[src/rtl/ddr2_avalon_local_bridge.sv]
// Avalon-MM slave front end driving the DDR2 half-rate controller local_* interface.
// Sticky status flags are built only when DDR2_BRIDGE_STATUS_EN is defined.
module ddr2_avalon_local_bridge #(
    parameter int unsigned ADDR_W    = 23,
    parameter int unsigned DATA_W    = 64,
    parameter int unsigned BE_W      = 8,
    parameter int unsigned CMD_DEPTH = 4,
    parameter int unsigned WD_DEPTH  = 4,
    parameter int unsigned MAX_RD    = 8
) (
    input  logic              clk,
    input  logic              reset_n,
    input  logic [ADDR_W-1:0] avs_address,
    input  logic              avs_read,
    input  logic              avs_write,
    input  logic [DATA_W-1:0] avs_writedata,
    input  logic [BE_W-1:0]   avs_byteenable,
    output logic              avs_waitrequest,
    output logic [DATA_W-1:0] avs_readdata,
    output logic              avs_readdatavalid,
    input  logic              local_init_done,
    input  logic              local_ready,
    output logic [ADDR_W-1:0] local_address,
    output logic              local_read_req,
    output logic              local_write_req,
    output logic              local_burstbegin,
    output logic              local_size,
    input  logic              local_wdata_req,
    output logic [DATA_W-1:0] local_wdata,
    output logic [BE_W-1:0]   local_be,
    input  logic [DATA_W-1:0] local_rdata,
    input  logic              local_rdata_valid,
    input  logic              local_rdata_error,
    output logic [7:0]        rd_outstanding,
    output logic [2:0]        err_flags
);
    localparam int unsigned CA_W = $clog2(CMD_DEPTH);
    localparam int unsigned WA_W = $clog2(WD_DEPTH);

    typedef logic [CA_W-1:0] cptr_t;
    typedef logic [CA_W:0]   ccnt_t;
    typedef logic [WA_W-1:0] wptr_t;
    typedef logic [WA_W:0]   wcnt_t;
    typedef enum logic {IDLE, REQ} state_t;

    state_t                   state;
    logic                     init_q;
    logic [ADDR_W:0]          cmd_mem [CMD_DEPTH];
    cptr_t                    cmd_rd, cmd_wr, cmd_rd_next;
    ccnt_t                    cmd_cnt, cmd_left;
    logic [DATA_W+BE_W-1:0]   wd_mem [WD_DEPTH];
    wptr_t                    wd_rd, wd_wr;
    wcnt_t                    wd_cnt;
    logic [7:0]               rd_cnt;
    logic                     cmd_full, wd_full, rd_full, accept;
    logic                     cmd_push, cmd_pop, wd_push, wd_pop, rd_inc, rd_ret;
    logic [ADDR_W:0]          head_next;

    always_comb begin
        cmd_full        = (cmd_cnt == ccnt_t'(CMD_DEPTH));
        wd_full         = (wd_cnt == wcnt_t'(WD_DEPTH));
        rd_full         = (rd_cnt == 8'(MAX_RD));
        avs_waitrequest = !init_q || cmd_full || (avs_write && wd_full) || (avs_read && rd_full);
        accept          = !avs_waitrequest && (avs_read || avs_write);
        cmd_push        = accept;
        wd_push         = accept && avs_write;
        rd_inc          = accept && !avs_write;
        cmd_pop         = (state == REQ) && local_ready;
        wd_pop          = local_wdata_req && (wd_cnt != '0);
        rd_ret          = local_rdata_valid && (rd_cnt != '0);
        cmd_left        = cmd_pop ? cmd_cnt - ccnt_t'(1) : cmd_cnt;
        cmd_rd_next     = cmd_pop ? cmd_rd + cptr_t'(1) : cmd_rd;
        // When nothing else remains queued, the entry being pushed right now is
        // the next head; bypassing it gives single-cycle issue latency.
        head_next       = (cmd_left == '0) ? {avs_write, avs_address} : cmd_mem[cmd_rd_next];
        {local_wdata, local_be} = wd_mem[wd_rd];
        local_size      = 1'b1;
        rd_outstanding  = rd_cnt;
    end

    always_ff @(posedge clk) begin
        if (cmd_push) cmd_mem[cmd_wr] <= {avs_write, avs_address};
        if (wd_push)  wd_mem[wd_wr]   <= {avs_writedata, avs_byteenable};
    end

    always_ff @(posedge clk or negedge reset_n) begin
        if (!reset_n) begin
            init_q  <= 1'b0;
            cmd_rd  <= '0;
            cmd_wr  <= '0;
            cmd_cnt <= '0;
            wd_rd   <= '0;
            wd_wr   <= '0;
            wd_cnt  <= '0;
            rd_cnt  <= '0;
        end else begin
            init_q  <= local_init_done;
            cmd_rd  <= cmd_rd_next;
            cmd_cnt <= cmd_left + ccnt_t'(cmd_push);
            if (cmd_push) cmd_wr <= cmd_wr + cptr_t'(1);
            if (wd_push)  wd_wr  <= wd_wr + wptr_t'(1);
            if (wd_pop)   wd_rd  <= wd_rd + wptr_t'(1);
            wd_cnt  <= wd_cnt + wcnt_t'(wd_push) - wcnt_t'(wd_pop);
            rd_cnt  <= rd_cnt + 8'(rd_inc) - 8'(rd_ret);
        end
    end

    always_ff @(posedge clk or negedge reset_n) begin
        if (!reset_n) begin
            avs_readdatavalid <= 1'b0;
            avs_readdata      <= '0;
        end else begin
            avs_readdatavalid <= rd_ret;
            if (rd_ret) avs_readdata <= local_rdata;
        end
    end

    // Issue FSM: burstbegin marks only the first cycle a command is presented.
    always_ff @(posedge clk or negedge reset_n) begin
        if (!reset_n) begin
            state            <= IDLE;
            local_read_req   <= 1'b0;
            local_write_req  <= 1'b0;
            local_burstbegin <= 1'b0;
            local_address    <= '0;
        end else if (state == IDLE || cmd_pop) begin
            if (cmd_left != '0 || cmd_push) begin
                state            <= REQ;
                local_write_req  <= head_next[ADDR_W];
                local_read_req   <= !head_next[ADDR_W];
                local_address    <= head_next[ADDR_W-1:0];
                local_burstbegin <= 1'b1;
            end else begin
                state            <= IDLE;
                local_write_req  <= 1'b0;
                local_read_req   <= 1'b0;
                local_burstbegin <= 1'b0;
            end
        end else begin
            local_burstbegin <= 1'b0;
        end
    end

`ifdef DDR2_BRIDGE_STATUS_EN
    logic [2:0] flags;

    always_ff @(posedge clk or negedge reset_n) begin
        if (!reset_n) begin
            flags <= '0;
        end else begin
            if (local_wdata_req && wd_cnt == '0)      flags[2] <= 1'b1;
            if (local_rdata_valid && rd_cnt == '0)    flags[1] <= 1'b1;
            if (local_rdata_valid && local_rdata_error) flags[0] <= 1'b1;
        end
    end

    assign err_flags = flags;
`else
    logic unused_status;

    assign unused_status = local_rdata_error;
    assign err_flags     = '0;
`endif

endmodule

[config.mk]
export PLATFORM = sky130hd
export DESIGN_NAME = ddr2_avalon_local_bridge
export DESIGN_NICKNAME = d
export VERILOG_FILES = /design/src/rtl/ddr2_avalon_local_bridge.sv
export SDC_FILE = /design/constraint.sdc
export NUM_CORES = 1
export LEC_CHECK = 0
export CORE_MARGIN = 1.5
export CORE_UTILIZATION = 48
export DETAILED_ROUTE_END_ITERATION = 8
export PLACE_DENSITY_LB_ADDON = 0.3
export SYNTH_ARGS = -nofsm -noshare
export SYNTH_HDL_FRONTEND = slang
export SYNTH_SLANG_ARGS = --single-unit
[constraint.sdc]
create_clock -name clk -period 4.6 [get_ports clk]
set_clock_uncertainty 0.2 [all_clocks]
set_input_delay 1.38 -clock clk [delete_from_list [all_inputs] [get_ports clk]]
set_output_delay 1.38 -clock clk [all_outputs]
set_load 0.02 [all_outputs]
## After elaboration in Yosys (flattened, before gate mapping)

Memory sizes are Yosys's and may differ from the RTL's.
Cells that the tools add are included.

- $add $sub $neg: 10
- Equality and inequality tests: 3
- Mux-type cells: 11
- Bitwise operators: 1
- Reduce and logical (&&, ||, !) cells: 23

Operators by type and width:

| operator | count |
|---|---|
| $mux 24 | 1 |
| $add 2x1->2 const B | 4 |
| $add 8x1->8 | 1 |
| $eq 8x4->1 const B | 1 |
| $logic_and 1x1->1 | 8 |
| $mux 1 | 8 |
| $reduce_bool 8->1 | 1 |
| $sub 8x1->8 | 1 |
| $add 3x1->3 | 2 |
| $eq 3x3->1 const B | 2 |
| $logic_or 1x1->1 | 6 |
| $reduce_bool 3->1 | 2 |
| $logic_not 1->1 | 4 |
| $logic_not 3->1 | 1 |
| $mux 3 | 1 |
| $sub 3x1->3 | 1 |
| $sub 3x1->3 const B | 1 |
| $mux 2 | 1 |
| $reduce_and 2->1 | 1 |
| $not 1->1 | 1 |

- Register bits after elaboration: 115
- Bits in writable memories: 384
- Input port bits: 168
- Output and inout bits: 176
- Logic and storage cells: 65
- Memories: 2

Memory list:

| name | depth | width | rd ports | clocked after memory_dff | write ports | line | RTL |
|---|---|---|---|---|---|---|---|
| wd_mem | 4 | 72 | 1 | 0 | 1 | 51 | `logic [DATA_W+BE_W-1:0] wd_mem [WD_DEPTH];` |
| cmd_mem | 4 | 24 | 1 | 0 | 1 | 48 | `logic [ADDR_W:0] cmd_mem [CMD_DEPTH];` |

## Longest topological paths before layout

- Word-level depth: 9
- Gate-level depth with buffers: 16
- Gate-level depth less buffers: 15

## Worst setup path before layout

No wires, ideal clock.

- Path type: input -> register
- Start point: in avs_read
- End point: mem wd_mem[0][0] (netlist name) (enable)
- Setup time: 503 ps
- Arrival time: 4897 ps
- Required time: 3897 ps
- Path slack: -1000 ps
- Cell stages on the path: 3
- Buffers on the path: 0
- Cell sequence: a31oi_4 > nand3_1 > nor2_1

- Word-level cells in the longest chain between the ends: 7
- Elaborated cells on any way between the ends: 8
- Classes of those cells: mux: 2; reduce/logical: 6

Ends and longest elaborated chain:

| item | line | RTL |
|---|---|---|
| start: declaration | 14 | `input logic avs_read,` |
| $logic_and 1x1->1 | 63 | `avs_waitrequest = !init_q \|\| cmd_full \|\| (avs_write && wd_full) \|\| (avs_read && rd_full);` |
| $logic_or 1x1->1 | 63 |  |
| $logic_not 1->1 | 64 | `accept = !avs_waitrequest && (avs_read \|\| avs_write);` |
| $logic_and 1x1->1 * | 64 |  |
| $logic_and 1x1->1 * | 66 | `wd_push = accept && avs_write;` |
| $mux 1 * | 83 | `if (wd_push) wd_mem[wd_wr] <= {avs_writedata, avs_byteenable};` |
| $mux 1 (not written as such) * | 83 |  |
| end: declaration | 51 |  |

Mark *: on every way between the ends. The rest lies on a longest branch, timed or not.

## Final worst setup path

- Start point: in avs_read
- End point: out avs_waitrequest

- Word-level cells in the longest chain between the ends: 2

Ends and longest elaborated chain:

| item | line | RTL |
|---|---|---|
| $logic_and 1x1->1 | 63 |  |
| $logic_or 1x1->1 | 63 |  |
| end: declaration | 18 | `output logic avs_waitrequest,` |

Every way passes these cells.

==> flow_summary.json <==
{
  "grt.total_usage": 0.203,
  "netlist.area_leader.share": 0.580,
  "grt_max_degree": 78,
  "end_kind": "output port",
  "ys_async_sr_fraction": 0.230,
  "final_cells": 1973,
  "r2r-start": "rd_outstanding[4]",
  "arrival_ps": 2820,
  "area_growth_pct": 29.0,
  "hold_viol_final": 0,
  "fin_crit_sh": 0.956,
  "io_pins": 344,
  "route.detailed.drc": 0,
  "vdd_drop_max_mv": 0.358,
  "path_class": "in2out",
  "dieArea_sq_um": 42700,
  "drt_pass1_iterations": 4,
  "syn_avg_cell_area_sq_um": 19.2,
  "required_ps": 3020,
  "yosys-top-cells-area": "edfxtp_1 (58%), dfrtp_1 (14%), mux4_2 (8.2%)",
  "critPathLaunchType": "input port",
  "drt_wl_total_mm": 43.2,
  "antenna_left": 0,
  "outcome": "finished clean",
  "yosys.area.top_type": "edfxtp_1",
  "synthFlopType": "edfxtp_1",
  "layout_min_cycle_time_ps": 4400,
  "drive_gt1_frac": 0.210,
  "seq_area_frac_synth": 0.724,
  "fmax_ghz": 0.227,
  "port_buffers": 338,
  "grt_antenna_before_repair": 1,
  "hp-class": "reg2reg",
  "path_max_fanout": 5,
  "clk_path_buf_depth": 3,
  "clockRootBuffer": "clkbuf_16",
  "ctsHoldBuffers": 0,
  "post-place-ws_ps": 179,
  "syn_inst": 1036,
  "grt_pass1_vias": 11837,
  "netlist_area_sq_um": 19900,
  "start_util": 0.487,
  "slew_viol_final": 0,
  "core_sq_um": 40800,
  "yosysMostFrequentCell": "edfxtp_1",
  "hold_depth": 1,
  "final_util": 0.628,
  "synth_common_cells": "edfxtp_1 (384), dfrtp_1 (115), mux2_2 (89)",
  "hold_end": "avs_readdata[54]",
  "postCtsSetupRepairBufs": 0,
  "worst_slew_pin_slew_ps": 1210,
  "synth_edf_count": 384,
  "dpl.hpwl_mm": 27.8,
  "h-tree-depth": 2,
  "place_inst": 1878,
  "cts_tree": "built",
  "setup_slack_ps": 200,
  "p_leak_nw": 8.87,
  "wl_per_cell_um": 21.9,
  "rsz0062_at_grt": "false",
  "cts.sinks": 499,
  "insertion_delay_ps": 590,
  "grt_overflow_total": 0,
  "rrSetupSlack_ps": 1200,
  "die_w_um": 207,
  "grt_first_pass_wirelength_mm": 66.3,
  "clk_pin_slew_worst_paths_ps": 50,
  "dieHeight_um": 207,
  "powerDensity_nw_per_um2": 612,
  "nNetsFinal": 1595,
  "cap_violations": 0,
  "timing.rr.end": "rd_outstanding[6]",
  "ys_warn_count": 0,
  "cts_buffers": 51,
  "vias": 11159,
  "dr.first_iter.drc_count": 792,
  "hp-start": "avs_readdata[54]",
  "ctsResizeCount": 0,
  "ys_seq_elements": 499,
  "row_count": 74,
  "r2r_cells": 15,
  "synth_cell_types": 55,
  "finalSetupViolCount": 0,
  "via_per_inst": 5.66,
  "gp_congestion": 0.775,
  "slew_headroom": 0.191
}
==> power by group <==
group	switching (mW)	leakage, nW	internal (mW)
Sequential	0.438	4.81	5.62
Clock	1.67	0.753	2.14
Combinational	2.99	3.30	2.85
==> how the worst max path moves through the flow <==
stage,start,end,slack [ps],cells past startpoint
finish,avs_read,avs_waitrequest,200,4
global route,avs_read,avs_waitrequest,150,4
CTS,avs_read,avs_waitrequest,180,4
detailed placement,avs_read,avs_waitrequest,180,4
global placement,avs_read,avs_waitrequest,210,4
floorplan,avs_read,wd_mem[0][0],-1000,3
==> state kept, by name, indices dropped and copies added (netlist names), 3 cells and up <==
| name | cells |
|---|---|
| avs_readdata | 64 |
| wd_cnt | 3 |
| local_address | 23 |
| wd_mem | 288 |
| cmd_mem | 96 |
| rd_outstanding | 8 |
| cmd_cnt | 3 |
==> through the flow <==
step	setup TNS (ps)	hold WS (ps)	instance area (sq um)	power [mW]
2_1_floorplan	-287900	298	19900	9.71
3_3_place_gp	0	289	24100	11.9
3_5_place_dp	0	293	24100	12.0
4_1_cts	0	312	25700	15.9
5_1_grt	0	324	25700	16.5
6_report	0	308	25700	15.7
==> layout make-up <==
| type | count | area, sq um |
|---|---|---|
| Clock buffer | 67 | 1360 |
| Fill cell | 2873 | 15200 |
| Inverter | 28 | 105 |
| Clock inverter | 27 | 183 |
| Sequential cell | 499 | 14400 |
| Timing Repair Buffer | 380 | 3860 |
| Tap cell | 532 | 666 |
| Multi-Input combinational cell | 439 | 5060 |
| Antenna cell | 1 | 2.50 |
==> per-layer routing <==
metal	part of all wire	routed length (um)	track usage	vias to the layer above
met5	0.00030	13	0	-
met4	0.018	796	0.0515	2
met3	0.083	3580	0.0548	68
met2	0.49	21200	0.336	436
met1	0.41	17600	0.268	5691
li1	-	-	-	4962
==> cell usage in the layout, fill, tap and decap left out, drive strengths merged, types with 23 or more instances in the layout <==
cell type	n
dfrtp	115
mux2	89
clkinv	24
nand4b	23
a2bb2oi	23
a22oi	23
inv	30
ha	26
o22ai	23
buf	43
o31ai	24
o221ai	48
clkbuf	67
edfxtp	384
clkdlybuf4s50	337
mux4	72
==> worst max-delay path: stages <==
cell             delay, ps
clkdlybuf4s50_1        550
a31oi_4                140
nand2_1                 80
clkdlybuf4s50_1        650
==> cell families after synthesis <==
kind of cell,share of synthesized area
mux,0.132
other cells,0.000378
xor+xnor,0.00704
compound gates,0.0722
simple gates,0.0222
fa+ha+maj,0.0184
flops,0.724
buf+inv,0.0236
No activity file was read; power rests on OpenSTA's default activity.
